**src/rtl/fifo_rd_seq_pkg.sv**
```systemverilog
// rtl/fifo_rd_seq_pkg.sv - shared state encoding and counter sizing for the FIFO read sequencer
package fifo_rd_seq_pkg;

  typedef enum logic [1:0] {
    IDLE = 2'd0,
    HAND = 2'd1,
    DONE = 2'd2,
    GAP  = 2'd3
  } state_t;

  // Counter width able to hold 0..n, never narrower than one bit.
  function automatic int cnt_w(input int n);
    return (n < 1) ? 1 : $clog2(n + 1);
  endfunction

endpackage

```
**src/rtl/fifo_rd_seq_tmr.sv**
```systemverilog
// rtl/fifo_rd_seq_tmr.sv - clearable saturating up-counter with terminal-count flag
module fifo_rd_seq_tmr #(
  parameter int W  = 2,
  parameter int TC = 1
) (
  input  logic clk_i,
  input  logic rst_i,
  input  logic clr_i,
  input  logic run_i,
  output logic tc_o
);

  localparam logic [W-1:0] TC_V = W'(TC);

  logic [W-1:0] cnt_q;
  logic [W-1:0] cnt_d;

  assign tc_o = (cnt_q == TC_V);

  always_comb begin
    cnt_d = cnt_q;
    if (clr_i) begin
      cnt_d = '0;
    end else if (run_i && !tc_o) begin
      cnt_d = cnt_q + 1'b1;
    end
  end

  always_ff @(posedge clk_i or posedge rst_i) begin
    if (rst_i) begin
      cnt_q <= '0;
    end else begin
      cnt_q <= cnt_d;
    end
  end

endmodule

```
**src/rtl/fifo_rd_seq.sv**
```systemverilog
// rtl/fifo_rd_seq.sv - async FIFO read-side sequencer feeding the TX serializer
// Optional HAND timeout with sticky error: FIFO_RD_SEQ_TO_EN
module fifo_rd_seq
  import fifo_rd_seq_pkg::*;
#(
  parameter int DATA_W  = 8,
  parameter int GAP_CYC = 2,
  parameter int TO_CYC  = 64
) (
  input  logic              r_clk,
  input  logic              r_rst,
  input  logic              en,
  input  logic              r_empty,
  input  logic [DATA_W-1:0] r_data,
  output logic              r_inc,
  output logic [DATA_W-1:0] tx_data,
  output logic              tx_valid,
  input  logic              tx_busy,
  output logic              seq_busy,
  output logic              to_err
);

  localparam int GAP_W  = cnt_w(GAP_CYC);
  localparam int GAP_TC = (GAP_CYC > 0) ? GAP_CYC - 1 : 0;
  localparam bit HAS_GAP = (GAP_CYC > 0);

  state_t            state_q;
  logic              r_inc_q;
  logic              tx_valid_q;
  logic              seq_busy_q;
  logic [DATA_W-1:0] tx_data_q;
  logic              gap_tc;

  // Held at zero outside GAP, so each gap starts counting from zero.
  fifo_rd_seq_tmr #(
    .W  (GAP_W),
    .TC (GAP_TC)
  ) u_gap_tmr (
    .clk_i (r_clk),
    .rst_i (r_rst),
    .clr_i (state_q != GAP),
    .run_i (state_q == GAP),
    .tc_o  (gap_tc)
  );

`ifdef FIFO_RD_SEQ_TO_EN
  localparam int TO_W = cnt_w(TO_CYC);
  logic to_tc;
  logic to_err_q;

  // Flag fires on the HAND cycle whose edge brings the wait to TO_CYC cycles.
  fifo_rd_seq_tmr #(
    .W  (TO_W),
    .TC (TO_CYC - 1)
  ) u_to_tmr (
    .clk_i (r_clk),
    .rst_i (r_rst),
    .clr_i (state_q != HAND),
    .run_i (state_q == HAND),
    .tc_o  (to_tc)
  );

  assign to_err = to_err_q;
`else
  logic unused_to;
  assign unused_to = ^TO_CYC;
  assign to_err    = 1'b0;
`endif

  always_ff @(posedge r_clk or posedge r_rst) begin
    if (r_rst) begin
      state_q    <= IDLE;
      r_inc_q    <= 1'b0;
      tx_valid_q <= 1'b0;
      seq_busy_q <= 1'b0;
      tx_data_q  <= '0;
`ifdef FIFO_RD_SEQ_TO_EN
      to_err_q   <= 1'b0;
`endif
    end else begin
      r_inc_q <= 1'b0;
      case (state_q)
        IDLE: begin
          if (en && !r_empty && !tx_busy) begin
            tx_data_q  <= r_data;
            r_inc_q    <= 1'b1;
            tx_valid_q <= 1'b1;
            seq_busy_q <= 1'b1;
            state_q    <= HAND;
          end
        end
        HAND: begin
          if (tx_busy) begin
            tx_valid_q <= 1'b0;
            state_q    <= DONE;
          end
`ifdef FIFO_RD_SEQ_TO_EN
          else if (to_tc) begin
            tx_valid_q <= 1'b0;
            to_err_q   <= 1'b1;
            seq_busy_q <= 1'b0;
            state_q    <= IDLE;
          end
`endif
        end
        DONE: begin
          if (!tx_busy) begin
            if (HAS_GAP) begin
              state_q <= GAP;
            end else begin
              seq_busy_q <= 1'b0;
              state_q    <= IDLE;
            end
          end
        end
        GAP: begin
          if (gap_tc) begin
            seq_busy_q <= 1'b0;
            state_q    <= IDLE;
          end
        end
        default: state_q <= IDLE;
      endcase
    end
  end

  assign r_inc    = r_inc_q;
  assign tx_valid = tx_valid_q;
  assign tx_data  = tx_data_q;
  assign seq_busy = seq_busy_q;

endmodule

```
**config.mk**
```make
export PLATFORM = sky130hd
export DESIGN_NAME = fifo_rd_seq
export DESIGN_NICKNAME = d
export VERILOG_FILES = /design/src/rtl/fifo_rd_seq_pkg.sv /design/src/rtl/fifo_rd_seq_tmr.sv /design/src/rtl/fifo_rd_seq.sv
export SDC_FILE = /design/constraint.sdc
export NUM_CORES = 1
export LEC_CHECK = 0
export CAP_MARGIN = 10
export CORE_MARGIN = 2
export CORE_UTILIZATION = 39
export DETAILED_ROUTE_END_ITERATION = 10
export HOLD_SLACK_MARGIN = 0.03
export PLACE_DENSITY = 0.73
export SLEW_MARGIN = 20
export SYNTH_ARGS = -nofsm -noshare
export SYNTH_HDL_FRONTEND = slang
export SYNTH_SLANG_ARGS = --single-unit
```
**constraint.sdc**
```tcl
create_clock -name r_clk -period 1.7 [get_ports r_clk]
set_clock_uncertainty 0.1 [all_clocks]
set_input_delay 0.51 -clock r_clk [delete_from_list [all_inputs] [get_ports r_clk]]
set_output_delay 0.51 -clock r_clk [all_outputs]
set_load 0.02 [all_outputs]
```
==> out/results.ini <==
[outcome]
status=finished clean

[cells_and_area]
antenna_cells=0
fin_nets=111
stdcell_area_um2=1080
drive_gt1_share_pct=30.8
post_layout_nonfiller_instances=116
filler_cell_count=173
syn_to_final_growth_pct=45.7

[synth]
ys_seq_elements=15
postSynthNetCount=76
synthDominantCellAreaShare_pct=50.4
synth.yosys.seq_area_share_pct=50.4
synth.avg_cell_area_um2=13.1
synthFlopType=sky130_fd_sc_hd__dfrtp_1
async_reset_ff_share_pct=100
synthCells=57
synthTopCellsByArea=sky130_fd_sc_hd__dfrtp_1, sky130_fd_sc_hd__mux2_2, sky130_fd_sc_hd__ha_1, sky130_fd_sc_hd__inv_1, sky130_fd_sc_hd__nor4bb_4
yosys.cell_types.count=22
synthDominantAreaCellType=sky130_fd_sc_hd__dfrtp_1
synth_edf_count=0
synth_area_um2=744
yosys_warnings=0

[clock_tree]
cts_buffers=3
worst_skew_pair.late_latency_ps=270
cts-htree-levels=1
cts_tree=built
clk_slew_on_worst_s_h_paths_ps=80
cts.sinks=15
cts_post_setup_buffers_inserted=0
cts_root_buffer=sky130_fd_sc_hd__clkbuf_4
clockBufferDepth=2

[sta]
timing.final.crit_period_ps=1630
rsz0062_at_grt=no
final.period_utilization_pct=96.1
max_clock_freq_ghz=0.612
report.final.slew_viol_count=0
hold_violations=0
report.final.setup_viol=0

[grt]
grt_start_max_net_pins=16
global_route.usage.total_pct=13.5
grt_first_pass_wirelength_um=2060
groute.layer.met1.usage_pct=13.5
grt_util_met3_pct=5.66
grt.busiest_layer=met2
global_route.overflow_total=0
grtUsageMet2_pct=25.3
grt_pass1_vias=516
number_of_antenna_violations_at_the_first_check_in_global_routing=0

[worst_hold_path]
min_delay_path_depth=1
min-delay-path-class=flop to flop
hold_path_origin=tx_data[7]$_DFFE_PP0P_
hold-path-endpoint=tx_data[7]$_DFFE_PP0P_

[run]
max_cap_viol_count=0

[placed_design]
routabilityCongestion=0.689
port-buffer-count=23
numPlacedInstances=111
detailed_place_hpwl_um=1040
detailed_place.area_um2=1050

[route]
route.vias.total=525
drcViolationCount=0
drt-total-wl_um=1310
drtAntennaViolNets=0
dr.first_iter.drc_count=4
routed_wire_length_per_instance_um=11.3
avg_vias_per_cell=4.53
drtPass1Iterations=4

[worst_setup_path]
cp_slowest_cell=sky130_fd_sc_hd__nor4bb_4
worst-r2r-setup-slack_ps=70
path_delay_family=buffers and inverters
worst_r2r_endpoint=state_q[1]$_DFFE_PP0P_
worst-path-buf-inv=2
endpoint_kind=flop
setup.worst_path.start_class=primary input
worstPathMaxFanout=5
regToRegStartpoint=state_q[0]$_DFFE_PP0P_
cp_cell_sequence=dlygate4sd2_1 > nor4bb_4 > buf_4 > mux2_2
worst-setup-path-type=primary input to flop
slowest_delay_ps=360
cp.required_ps=1770
r2r.worst_path.cells=5
cp.arrival_ps=1700

[floorplanning]
initial_utilization_pct=42.2
die_x_um=47.7
die_h_um=47.7
rows=15
core_region_area_um2=1760
design.die.area_um2=2270
i_o_pins=25

[power]
power.density_cell_area_nw_per_um2=1570
p_leak_nw=0.541
vdd.ir_drop.worst_mv=0.895
design_power_total_mw=1.71

## routing by layer
layer,vias to the layer above,wire length (um),part of all wire (%)
met5,-,0,0
met4,0,0,0
met3,0,94,7.2
met2,18,692,53
met1,248,520,40
li1,259,-,-
## sequential cells by signal, summed over array words and instances (netlist names)
name / cells
tx_data: 8
state_q: 2
u_gap_tmr.cnt_q: 2
r_inc: 1
seq_busy: 1
tx_valid: 1
## where the power goes
part	internal [mW]	switching, mW
sequential	0.512	0.0780
combinational	0.482	0.441
clock	0.0872	0.107
total	1.08	0.626
## stage by stage
| step | setup TNS [ps] | util [%] | worst slack [ps] | hold slack [ps] |
|---|---|---|---|---|
| CTS | 0 | 61.3 | 6.35 | 411 |
| detailed placement | -4510 | 59.4 | -419 | 395 |
| finish | 0 | 61.5 | 67.0 | 407 |
| global route | 0 | 61.5 | 13.5 | 428 |
| global placement | -4230 | 59.4 | -387 | 389 |
| floorplan | 0 | - | 28.2 | 311 |
## what timing repair did
| action | CTS | global route |
|---|---|---|
| hold buffers | 0 | 0 |
| cloned | 1 | 0 |
| endpoints found under the setup margin | 21 | 10 |
| resized for setup | 19 | 1 |
| pin swaps | 1 | 2 |
## synth_stat cells (4+ instances only)
master,instances
sky130_fd_sc_hd__ha_1,6
sky130_fd_sc_hd__dfrtp_1,15
sky130_fd_sc_hd__nor2_1,4
sky130_fd_sc_hd__inv_1,7
sky130_fd_sc_hd__mux2_2,8
## kinds of logic (layout without fill, tap and decap cells)
logic type | count (synthesis) | count (layout) | synth area share [%]
AOI/OAI and AO/OA | 7 | 7 | 7.73
buffers and inverters | 9 | 43 | 6.05
xor gates and xnor gates | 1 | 1 | 1.18
other | 1 | 1 | 0.504
DFF | 15 | 15 | 50.4
and+or+nand+nor | 8 | 8 | 8.57
adders and majority gates | 6 | 6 | 10.1
muxes | 10 | 10 | 15.5
## final cells by class
cell class,instances,area (um2),area share (%)
Inverter,7,26.3,2.42
Clock inverter,1,5.00,0.461
Sequential cell,15,375,34.6
Multi-Input combinational cell,33,337,31.0
Clock buffer,3,22.5,2.08
Timing Repair Buffer,32,288,26.5
Tap cell,25,31.3,2.88
## placed cells by master (no fill, tap or decap)
master / netlist / layout
sky130_fd_sc_hd__dfrtp_1: 15 / 15
sky130_fd_sc_hd__dlygate4sd2_1: 0 / 13
sky130_fd_sc_hd__clkdlybuf4s50_1: 0 / 9
sky130_fd_sc_hd__mux2_2: 8 / 8
sky130_fd_sc_hd__buf_4: 1 / 8
sky130_fd_sc_hd__inv_1: 7 / 5
sky130_fd_sc_hd__ha_1: 6 / 5
sky130_fd_sc_hd__nor2_1: 4 / 4
sky130_fd_sc_hd__clkbuf_4: 0 / 3
sky130_fd_sc_hd__inv_2: 0 / 2
sky130_fd_sc_hd__nor3b_2: 1 / 1
sky130_fd_sc_hd__nand2b_1: 1 / 1
sky130_fd_sc_hd__mux2i_1: 1 / 1
sky130_fd_sc_hd__o211a_1: 1 / 1
sky130_fd_sc_hd__mux2_4: 1 / 1
sky130_fd_sc_hd__nor4bb_4: 1 / 1
sky130_fd_sc_hd__nand3_1: 1 / 1
sky130_fd_sc_hd__a22o_2: 1 / 1
sky130_fd_sc_hd__a21oi_1: 1 / 1
sky130_fd_sc_hd__o221ai_1: 1 / 1
sky130_fd_sc_hd__o32a_1: 1 / 1
sky130_fd_sc_hd__o21ai_0: 1 / 1
sky130_fd_sc_hd__o2bb2ai_1: 1 / 1
sky130_fd_sc_hd__xor2_1: 1 / 1
sky130_fd_sc_hd__ha_4: 0 / 1
sky130_fd_sc_hd__conb_1: 1 / 1
sky130_fd_sc_hd__clkinv_2: 0 / 1
sky130_fd_sc_hd__dlymetal6s2s_1: 0 / 1
sky130_fd_sc_hd__buf_6: 1 / 1
## worst max path at each step
stage                           startpoint  cells after the start                endpoint
floorplan           state_q[0]$_DFFE_PP0P_                      5  tx_data[0]$_DFFE_PP0P_
global placement                   tx_busy                      4  tx_data[2]$_DFFE_PP0P_
detailed placement                 tx_busy                      4  tx_data[0]$_DFFE_PP0P_
CTS                                     en                      4  tx_data[6]$_DFFE_PP0P_
global route        state_q[0]$_DFFE_PP0P_                      6  state_q[1]$_DFFE_PP0P_
finish                             tx_busy                      4  tx_data[6]$_DFFE_PP0P_
Note: power is estimated with default switching activity, not from simulation.
